===== src/rtl/aes_io_pkg.sv =====
// aes_io_pkg: FSM states, host word map and word-slice helper shared by the AES share I/O block.
package aes_io_pkg;
    typedef enum logic [2:0] {ST_IDLE, ST_CRST, ST_START, ST_WAIT, ST_CAPT} state_e;
    localparam int PT1_BASE  = 0;
    localparam int PT2_BASE  = 4;
    localparam int KEY1_BASE = 8;
    localparam int KEY2_BASE = 12;
    localparam int CT2_BASE  = 4;
    // Word index 0 is the most significant 32 bits of a 128-bit share.
    function automatic logic [6:0] word_lsb(input logic [1:0] idx);
        return {~idx, 5'b0};
    endfunction
endpackage


===== src/rtl/share_word_bank.sv =====
// share_word_bank: four 128-bit share registers written one 32-bit word at a time.
module share_word_bank
    import aes_io_pkg::*;
(
    input  logic              clk,
    input  logic              rst,
    input  logic              we_i,
    input  logic [3:0]        addr_i,
    input  logic [31:0]       wdata_i,
    output logic [3:0][127:0] bank_o
);
    logic [3:0][127:0] bank_q, bank_d;
    always_comb begin
        bank_d = bank_q;
        if (we_i) bank_d[addr_i[3:2]][word_lsb(addr_i[1:0]) +: 32] = wdata_i;
    end
    always_ff @(posedge clk) bank_q <= rst ? '0 : bank_d;
    assign bank_o = bank_q;
endmodule


===== src/rtl/aes_share_io_ctrl.sv =====
// aes_share_io_ctrl: host-side share loader, run sequencer with watchdog, and ciphertext share capture for aes_top.
module aes_share_io_ctrl
    import aes_io_pkg::*;
#(
    parameter int TIMEOUT_CYCLES = 4096,
    parameter int CNT_W          = 13
) (
    input  logic         clk,
    input  logic         global_reset,
    input  logic         wr_en,
    input  logic [3:0]   wr_addr,
    input  logic [31:0]  wr_data,
    input  logic         cmd_start,
    input  logic [2:0]   rd_addr,
    output logic [31:0]  rd_data,
    output logic         busy,
    output logic         result_valid,
    output logic         timeout_err,
    output logic         core_reset,
    output logic         core_start,
    output logic [127:0] pt_share1,
    output logic [127:0] pt_share2,
    output logic [127:0] key_share1,
    output logic [127:0] key_share2,
    input  logic [127:0] core_ct_share1,
    input  logic [127:0] core_ct_share2,
    input  logic         core_done
);
    state_e            state_q;
    logic [CNT_W-1:0]  cnt_q;
    logic              busy_q, rv_q, terr_q, crst_q, cstart_q;
    logic [127:0]      ct1_q, ct2_q, rd_ct;
    logic [3:0][127:0] bank;

    // Inputs are frozen outside IDLE so the core sees stable shares for the whole run.
    share_word_bank u_bank (
        .clk     (clk),
        .rst     (global_reset),
        .we_i    (wr_en && state_q == ST_IDLE),
        .addr_i  (wr_addr),
        .wdata_i (wr_data),
        .bank_o  (bank)
    );

    assign pt_share1  = bank[PT1_BASE/4];
    assign pt_share2  = bank[PT2_BASE/4];
    assign key_share1 = bank[KEY1_BASE/4];
    assign key_share2 = bank[KEY2_BASE/4];

    always_ff @(posedge clk) begin
        if (global_reset) begin
            state_q  <= ST_IDLE;
            cnt_q    <= '0;
            busy_q   <= 1'b0;
            rv_q     <= 1'b0;
            terr_q   <= 1'b0;
            crst_q   <= 1'b0;
            cstart_q <= 1'b0;
            ct1_q    <= '0;
            ct2_q    <= '0;
        end else begin
            crst_q   <= 1'b0;
            cstart_q <= 1'b0;
            case (state_q)
                ST_IDLE: if (cmd_start) begin
                    state_q <= ST_CRST;
                    busy_q  <= 1'b1;
                    rv_q    <= 1'b0;
                    terr_q  <= 1'b0;
                    crst_q  <= 1'b1;
                end
                ST_CRST: begin
                    state_q  <= ST_START;
                    cstart_q <= 1'b1;
                end
                ST_START: begin
                    state_q <= ST_WAIT;
                    cnt_q   <= '0;
                end
                ST_WAIT: if (core_done) state_q <= ST_CAPT;
                else if (cnt_q == CNT_W'(TIMEOUT_CYCLES - 1)) begin
                    state_q <= ST_IDLE;
                    busy_q  <= 1'b0;
                    terr_q  <= 1'b1;
                    crst_q  <= 1'b1;
                end else cnt_q <= cnt_q + CNT_W'(1);
                ST_CAPT: begin
                    state_q <= ST_IDLE;
                    ct1_q   <= core_ct_share1;
                    ct2_q   <= core_ct_share2;
                    rv_q    <= 1'b1;
                    busy_q  <= 1'b0;
                end
                default: state_q <= ST_IDLE;
            endcase
        end
    end

    assign rd_ct        = (rd_addr >= 3'(CT2_BASE)) ? ct2_q : ct1_q;
    assign rd_data      = rd_ct[word_lsb(rd_addr[1:0]) +: 32];
    assign busy         = busy_q;
    assign result_valid = rv_q;
    assign timeout_err  = terr_q;
    assign core_reset   = crst_q | global_reset;
    assign core_start   = cstart_q;
endmodule


===== config.mk =====
export PLATFORM = sky130hd
export DESIGN_NAME = aes_share_io_ctrl
export DESIGN_NICKNAME = d
export VERILOG_FILES = /design/src/rtl/aes_io_pkg.sv /design/src/rtl/share_word_bank.sv /design/src/rtl/aes_share_io_ctrl.sv
export SDC_FILE = /design/constraint.sdc
export NUM_CORES = 2
export LEC_CHECK = 0
export CAP_MARGIN = 25
export CORE_MARGIN = 2
export CORE_UTILIZATION = 25
export CTS_CLUSTER_DIAMETER = 30
export DETAILED_ROUTE_END_ITERATION = 10
export PLACE_DENSITY_LB_ADDON = 0.05
export SYNTH_ARGS = -nofsm -noshare
export SYNTH_HDL_FRONTEND = slang
export SYNTH_SLANG_ARGS = --single-unit

===== constraint.sdc =====
create_clock -name clk -period 1.7 [get_ports clk]
set_input_delay 0.255 -clock clk [delete_from_list [all_inputs] [get_ports clk]]
set_output_delay 0.255 -clock clk [all_outputs]
set_load 0.02 [all_outputs]

Word level (Yosys, flattened, before mapping):

Index checks and enable logic that the tools add are counted.

* register bits: 789
* bits in latches: 0
* bits in writable memories: 0
* ROM bits: 0
* output and inout bits: 549
* word-level logic and storage cells: 71
* memories: 0

* $add $sub $neg: 2
* multiply operators: 0
* divide/modulo/power cells: 0
* order comparisons: 3
* equal/unequal tests: 10
* shift-type cells: 3
* mux-type cells: 25
* bitwise logic cells: 3
* reduce and logical (&&, ||, !) cells: 12

Operators with widths (number)
* bitwise mux 512 bit: 1
* demux 128 bit (select 2 bit): 1
* 2-to-1 mux 128 bit: 2
* variable shift 32 x 9 -> 128 bit, first input constant: 1
* variable part select 128 x 8 -> 32 bit: 1
* variable part select 32 x 9 -> 128 bit: 1
* 2-to-1 mux 13 bit: 2
* one-hot mux 13 bit (2 select lines): 1
* adder 13 x 1 -> 13 bit, second input constant: 1
* == test 13 x 12 -> 1 bit, second input constant: 1
* one-hot mux 3 bit (4 select lines): 1
* 2-to-1 mux 1 bit: 10
* 2-to-1 mux 3 bit: 3
* negation 7 -> 9 bit: 1
* != test 2 bit, second input constant: 4
* AND reduction 4 bit: 2
* == test 3 x 2 -> 1 bit, second input constant: 2
* one-hot mux 1 bit (2 select lines): 3
* nonzero test 2 bit: 3
* inverter 2 bit: 2
* AND reduction 2 bit: 2
* == test 3 x 1 -> 1 bit, second input constant: 1
* == test 3 bit, second input constant: 1
* greater-or-equal comparator 3 bit, second input constant: 1
* 9 further kinds: 10

Longest topological paths before layout:

* depth in word-level cells: 6
* gate-level depth with buffers: 8

Modules after synthesis:

Synthesis repeated with hierarchy kept, for this count alone.

* cells, all modules: 3286
* area total of the unflattened synthesis: 29898.7 µm²

Modules (own cells, without submodules)
* share_word_bank: instances 1, cells an instance 1936, area an instance 18206.2 µm², sequential area each 10249.8 µm²
* aes_share_io_ctrl: instances 1, cells an instance 1350, area an instance 11692.5 µm², sequential area each 5545.3 µm²

Worst setup path before layout:

No wires, ideal clock.

* path type: in2out
* start: in rd_addr[0]
* end: out rd_data[10]
* arrival time: 1.663 ns
* required time: 1.445 ns
* setup slack: -0.218 ns
* stages: 4
* buffers on the path: 2
* path through: buf_2 buf_2 mux4_2 mux2_2

* word-level cells in the longest chain between the ends: 3

Ends and longest elaborated chain
* start: declaration: line aes_share_io_ctrl.sv:14 `input logic [2:0] rd_addr,`
* greater-or-equal comparator 3 bit: line aes_share_io_ctrl.sv:99 `assign rd_ct = (rd_addr >= 3'(CT2_BASE)) ? ct2_q : ct1_q;`
* 2-to-1 mux 128 bit: line aes_share_io_ctrl.sv:99
* variable part select 128 x 8 -> 32 bit *: line aes_share_io_ctrl.sv:100 `assign rd_data = rd_ct[word_lsb(rd_addr[1:0]) +: 32];`
* end: declaration: line aes_share_io_ctrl.sv:15 `output logic [31:0] rd_data,`

Mark *: on every way between the ends. The rest lies on a longest branch, timed or not.

Worst setup path in the final report:

* start: reg ct2_q[15]
* end: out rd_data[15]

* word-level cells in the longest chain between the ends: 2

Ends and longest elaborated chain
* start: declaration: line aes_share_io_ctrl.sv:32 `logic [127:0] ct1_q, ct2_q, rd_ct;`
* start signal: assignment: line aes_share_io_ctrl.sv:90 `ct2_q <= core_ct_share2;`
* 2-to-1 mux 128 bit: line aes_share_io_ctrl.sv:99
* variable part select 128 x 8 -> 32 bit: line aes_share_io_ctrl.sv:100

No other way between the ends.

==> run_results.csv <==
group,metric,value,unit
routing,drt_first_pass_iters,5,
place,portBuffers,848,
sta,rsz0062_at_grt,"true",
critical_path,critical-path-top-delay-family,"multiplexers",
place,place_area,42700,sq um
floorplanning,start_util,0.252,
cells_and_area,nets,5201,
cells_and_area,syn2layout_area_growth,75.8,%
synthesis,synth_area_leader_cell,"dfxtp_1",
critical_path,required,1.44,ns
sta,timing.fmax,0.433,GHz
cells_and_area,final_layout_size_suffix_gt1_frac,0.360,
critical_path,crit_arrival,2.05,ns
critical_path,max_stage_delay,0.50,ns
synthesis,ys_ff_latch,789,
critical_path,path_max_fanout,2,
synthesis,synth_common_cells,"1035 x nand2_1, 789 x dfxtp_1, 781 x a21oi_1, 529 x nand3_1, 297 x clkbuf_1",
synthesis,yosysWarnings,0,
power_and_ir_drop,pwr_density_cell,1220,nW/um^2
sta,period_share,1.36,
critical_path,critPathKind,"flop to primary output",
cells_and_area,design_area,53700,sq um
clock_tree,h-tree-depth,4,
floorplanning,die_w,354,um
synthesis,yosys_most_used_dff,"dfxtp_1",
critical_path,worst_setup_path_end_kind,"primary output",
synthesis,syn_area,30600,sq um
synthesis,synth_top_area_frac,0.517,
floorplanning,die-area,125000,sq um
sta,period_needed,2.31,ns
critical_path,cp_slowest_cell,"mux4_2",
synthesis,syn_area_per_cell,8.14,sq um
cells_and_area,fillCellCount,11800,
clock_tree,numCtsBuffers,222,
routing,wl,171000,um
power_and_ir_drop,p_leak,19.9,nW
place,dp.cells,6082,
clock_tree,clk_path_buf_depth,3,
routing,drt_iter0_markers,2201,
synthesis,ys_types,50,
clock_tree,clk_pin_slew,0.04,ns
cells_and_area,final_cells,6719,
synthesis,syn_inst,3757,
synthesis,synth.yosys.seq_area_share,0.517,
power_and_ir_drop,vdd_drop_max,990,uV
grt,grt_pass1_vias,31900,
run_status,status,"complete, but fails checks",
floorplanning,chipHeight,354,um
clock_tree,clock_sinks,789,
sta,fin_skew,0.0338,ns
sta,slew_viol_final,0,
floorplanning,fp.coreArea,122000,sq um
place,dp_hpwl,111000,um
critical_path,path_cells,"mux4_2 -> mux2_4 -> buf_6",
routing,vias,32800,
routing,viasPerCell,4.88,
critical_path,start_kind,"flop",
sta,hold_viol_final,0,
synthesis,yosysMostFrequentCell,"nand2_1",
clock_tree,clock-root-buffer,"clkbuf_16",
synthesis,synth-edff-count,0,
grt,grt_antenna_before_repair,16,
sta,relSlewSlack,0.466,
run_status,violations,"negative setup slack",
critical_path,path_buf_inv,1,
grt,track_usage,0.250,
grt,grt_max_degree,107,
routing,drcViolationCount,0,
clock_tree,clock_latency,0.80,ns
grt,grt_overflow,0,
clock_tree,tritoncts,"yes",
floorplanning,ios,849,
grt,grt_pass1_wl,231000,um
routing,ant_nets,0,
synthesis,synth-async-reset-ratio,0,
sta,fin_ws,-0.607,ns
synthesis,yosys-top-cells-area,"dfxtp_1 52%, a21oi_1 13%, nand2_1 13%, nand3_1 8.7%, mux4_2 4.7%",
worst_hold_path,hp-class,"input port to flop",
synthesis,syn_nets,4063,
routing,post_drt_wl_per_cell,25.4,um
job,maxCapViolCount,0,
sta,setup_viol,611,
floorplanning,rows,128,
place,gp_congestion,0.790,
sta,worst_slew_pin_slew,0.801,ns
## flip-flops by register name, indices dropped and copies added, names as in the netlist
| register | flops |
|---|---|
| timeout_err | 1 |
| state_q | 3 |
| cnt_q | 13 |
| result_valid | 1 |
| u_bank.bank_o | 512 |
| busy | 1 |
| ct2_q | 128 |
| ct1_q | 128 |
| core_start | 1 |
| crst_q | 1 |
## kinds of logic after synthesis
family / share of synthesized area
AND/OR/NAND/NOR: 0.230
AO/OA/AOI/OAI: 0.134
flip-flops: 0.517
buffers and inverters: 0.0572
multiplexers: 0.0592
adder cells (fa/ha/maj): 0.00246
## worst reg2reg max path: stages (launching register included)
cell and delay, ns:
dfxtp_2 0.32, or4b_4 0.65, buf_6 0.18, buf_6 0.11, nor3_4 0.21, buf_6 0.17, clkbuf_16 0.18, nand3_2 0.08
a21oi_2 0.14
## where the power goes
part,leakage (nW),switching (mW),internal (mW)
sequential,6.37,0.0430,18.6
clock,3.82,12.8,29.8
combinational,9.73,2.41,1.79
## per-stage QoR
stage / total power, mW / hold slack, ns / util / setup slack [ns] / setup TNS, ns
floorplan: 20.2 / 0.391 / - / -0.141 / -27.58
global placement: 22.4 / 0.436 / 0.352 / -0.669 / -307.36
detailed placement: 22.4 / 0.445 / 0.352 / -0.681 / -311.57
CTS: 65.7 / 0.0000933 / 0.416 / -0.683 / -96.29
global route: 67.3 / 0.0205 / 0.442 / -0.684 / -184.06
finish: 65.5 / 0.0454 / 0.442 / -0.607 / -130.49
## cell usage in the layout, fill, tap and decap left out, types with 8 or more instances in the layout
cell / count
nand2_4: 69
nand2_1: 945
clkdlybuf4s50_1: 294
dfxtp_2: 29
nor2_1: 9
nand3_1: 362
buf_16: 9
mux2_4: 31
clkbuf_8: 43
mux4_2: 64
nand3_4: 73
dfxtp_1: 760
bufinv_16: 27
inv_1: 8
clkbuf_1: 43
dlygate4sd3_1: 160
buf_12: 113
nand3_2: 94
diode_2: 10
a21oi_1: 598
buf_4: 173
and3_4: 9
clkdlybuf4s15_2: 26
buf_6: 45
buf_2: 476
a21oi_2: 183
clkbuf_16: 245
nand2_2: 21
clkinv_2: 49
clkinvlp_4: 10
## layout make-up
cell class	instances	area [sq um]	area share
flip-flops and latches	789	15800	0.295
clock inverters	103	1410	0.0262
diodes	10	25.0	0.000466
repair buffers	1321	12100	0.226
multi-input cells	2553	15900	0.297
clock buffers	310	6360	0.118
inverters	8	30.0	0.000559
well taps	1625	2030	0.0378
## repair_timing
item                                    in CTS  in global routing
resized for setup                         2538                568
gates cloned                                10                 26
endpoints found under the setup margin    1129                726
pin swaps                                   54                241
hold buffers                               160                  0
buffers inserted                             8                 13
endpoints found under the hold margin      265                  0
## worst paths after layout
check,start,cells after the start,endpoint,slack (ns)
min,core_ct_share2[3],3,ct2_q[3],0.05
min reg2reg,u_bank.bank_o[61],2,u_bank.bank_o[61],0.45
max reg2reg,state_q[0],8,u_bank.bank_o[405],-0.42
max,ct2_q[15],3,rd_data[15],-0.61
## layer usage
metal / GRT usage / up-vias / wire [um]
li1: - / 15200 / -
met1: 0.308 / 16200 / 70100
met2: 0.416 / 1180 / 82300
met3: 0.0743 / 275 / 12300
met4: 0.0836 / 8 / 5850
met5: 0 / - / 52
Note: power is estimated with default switching activity, not from simulation.
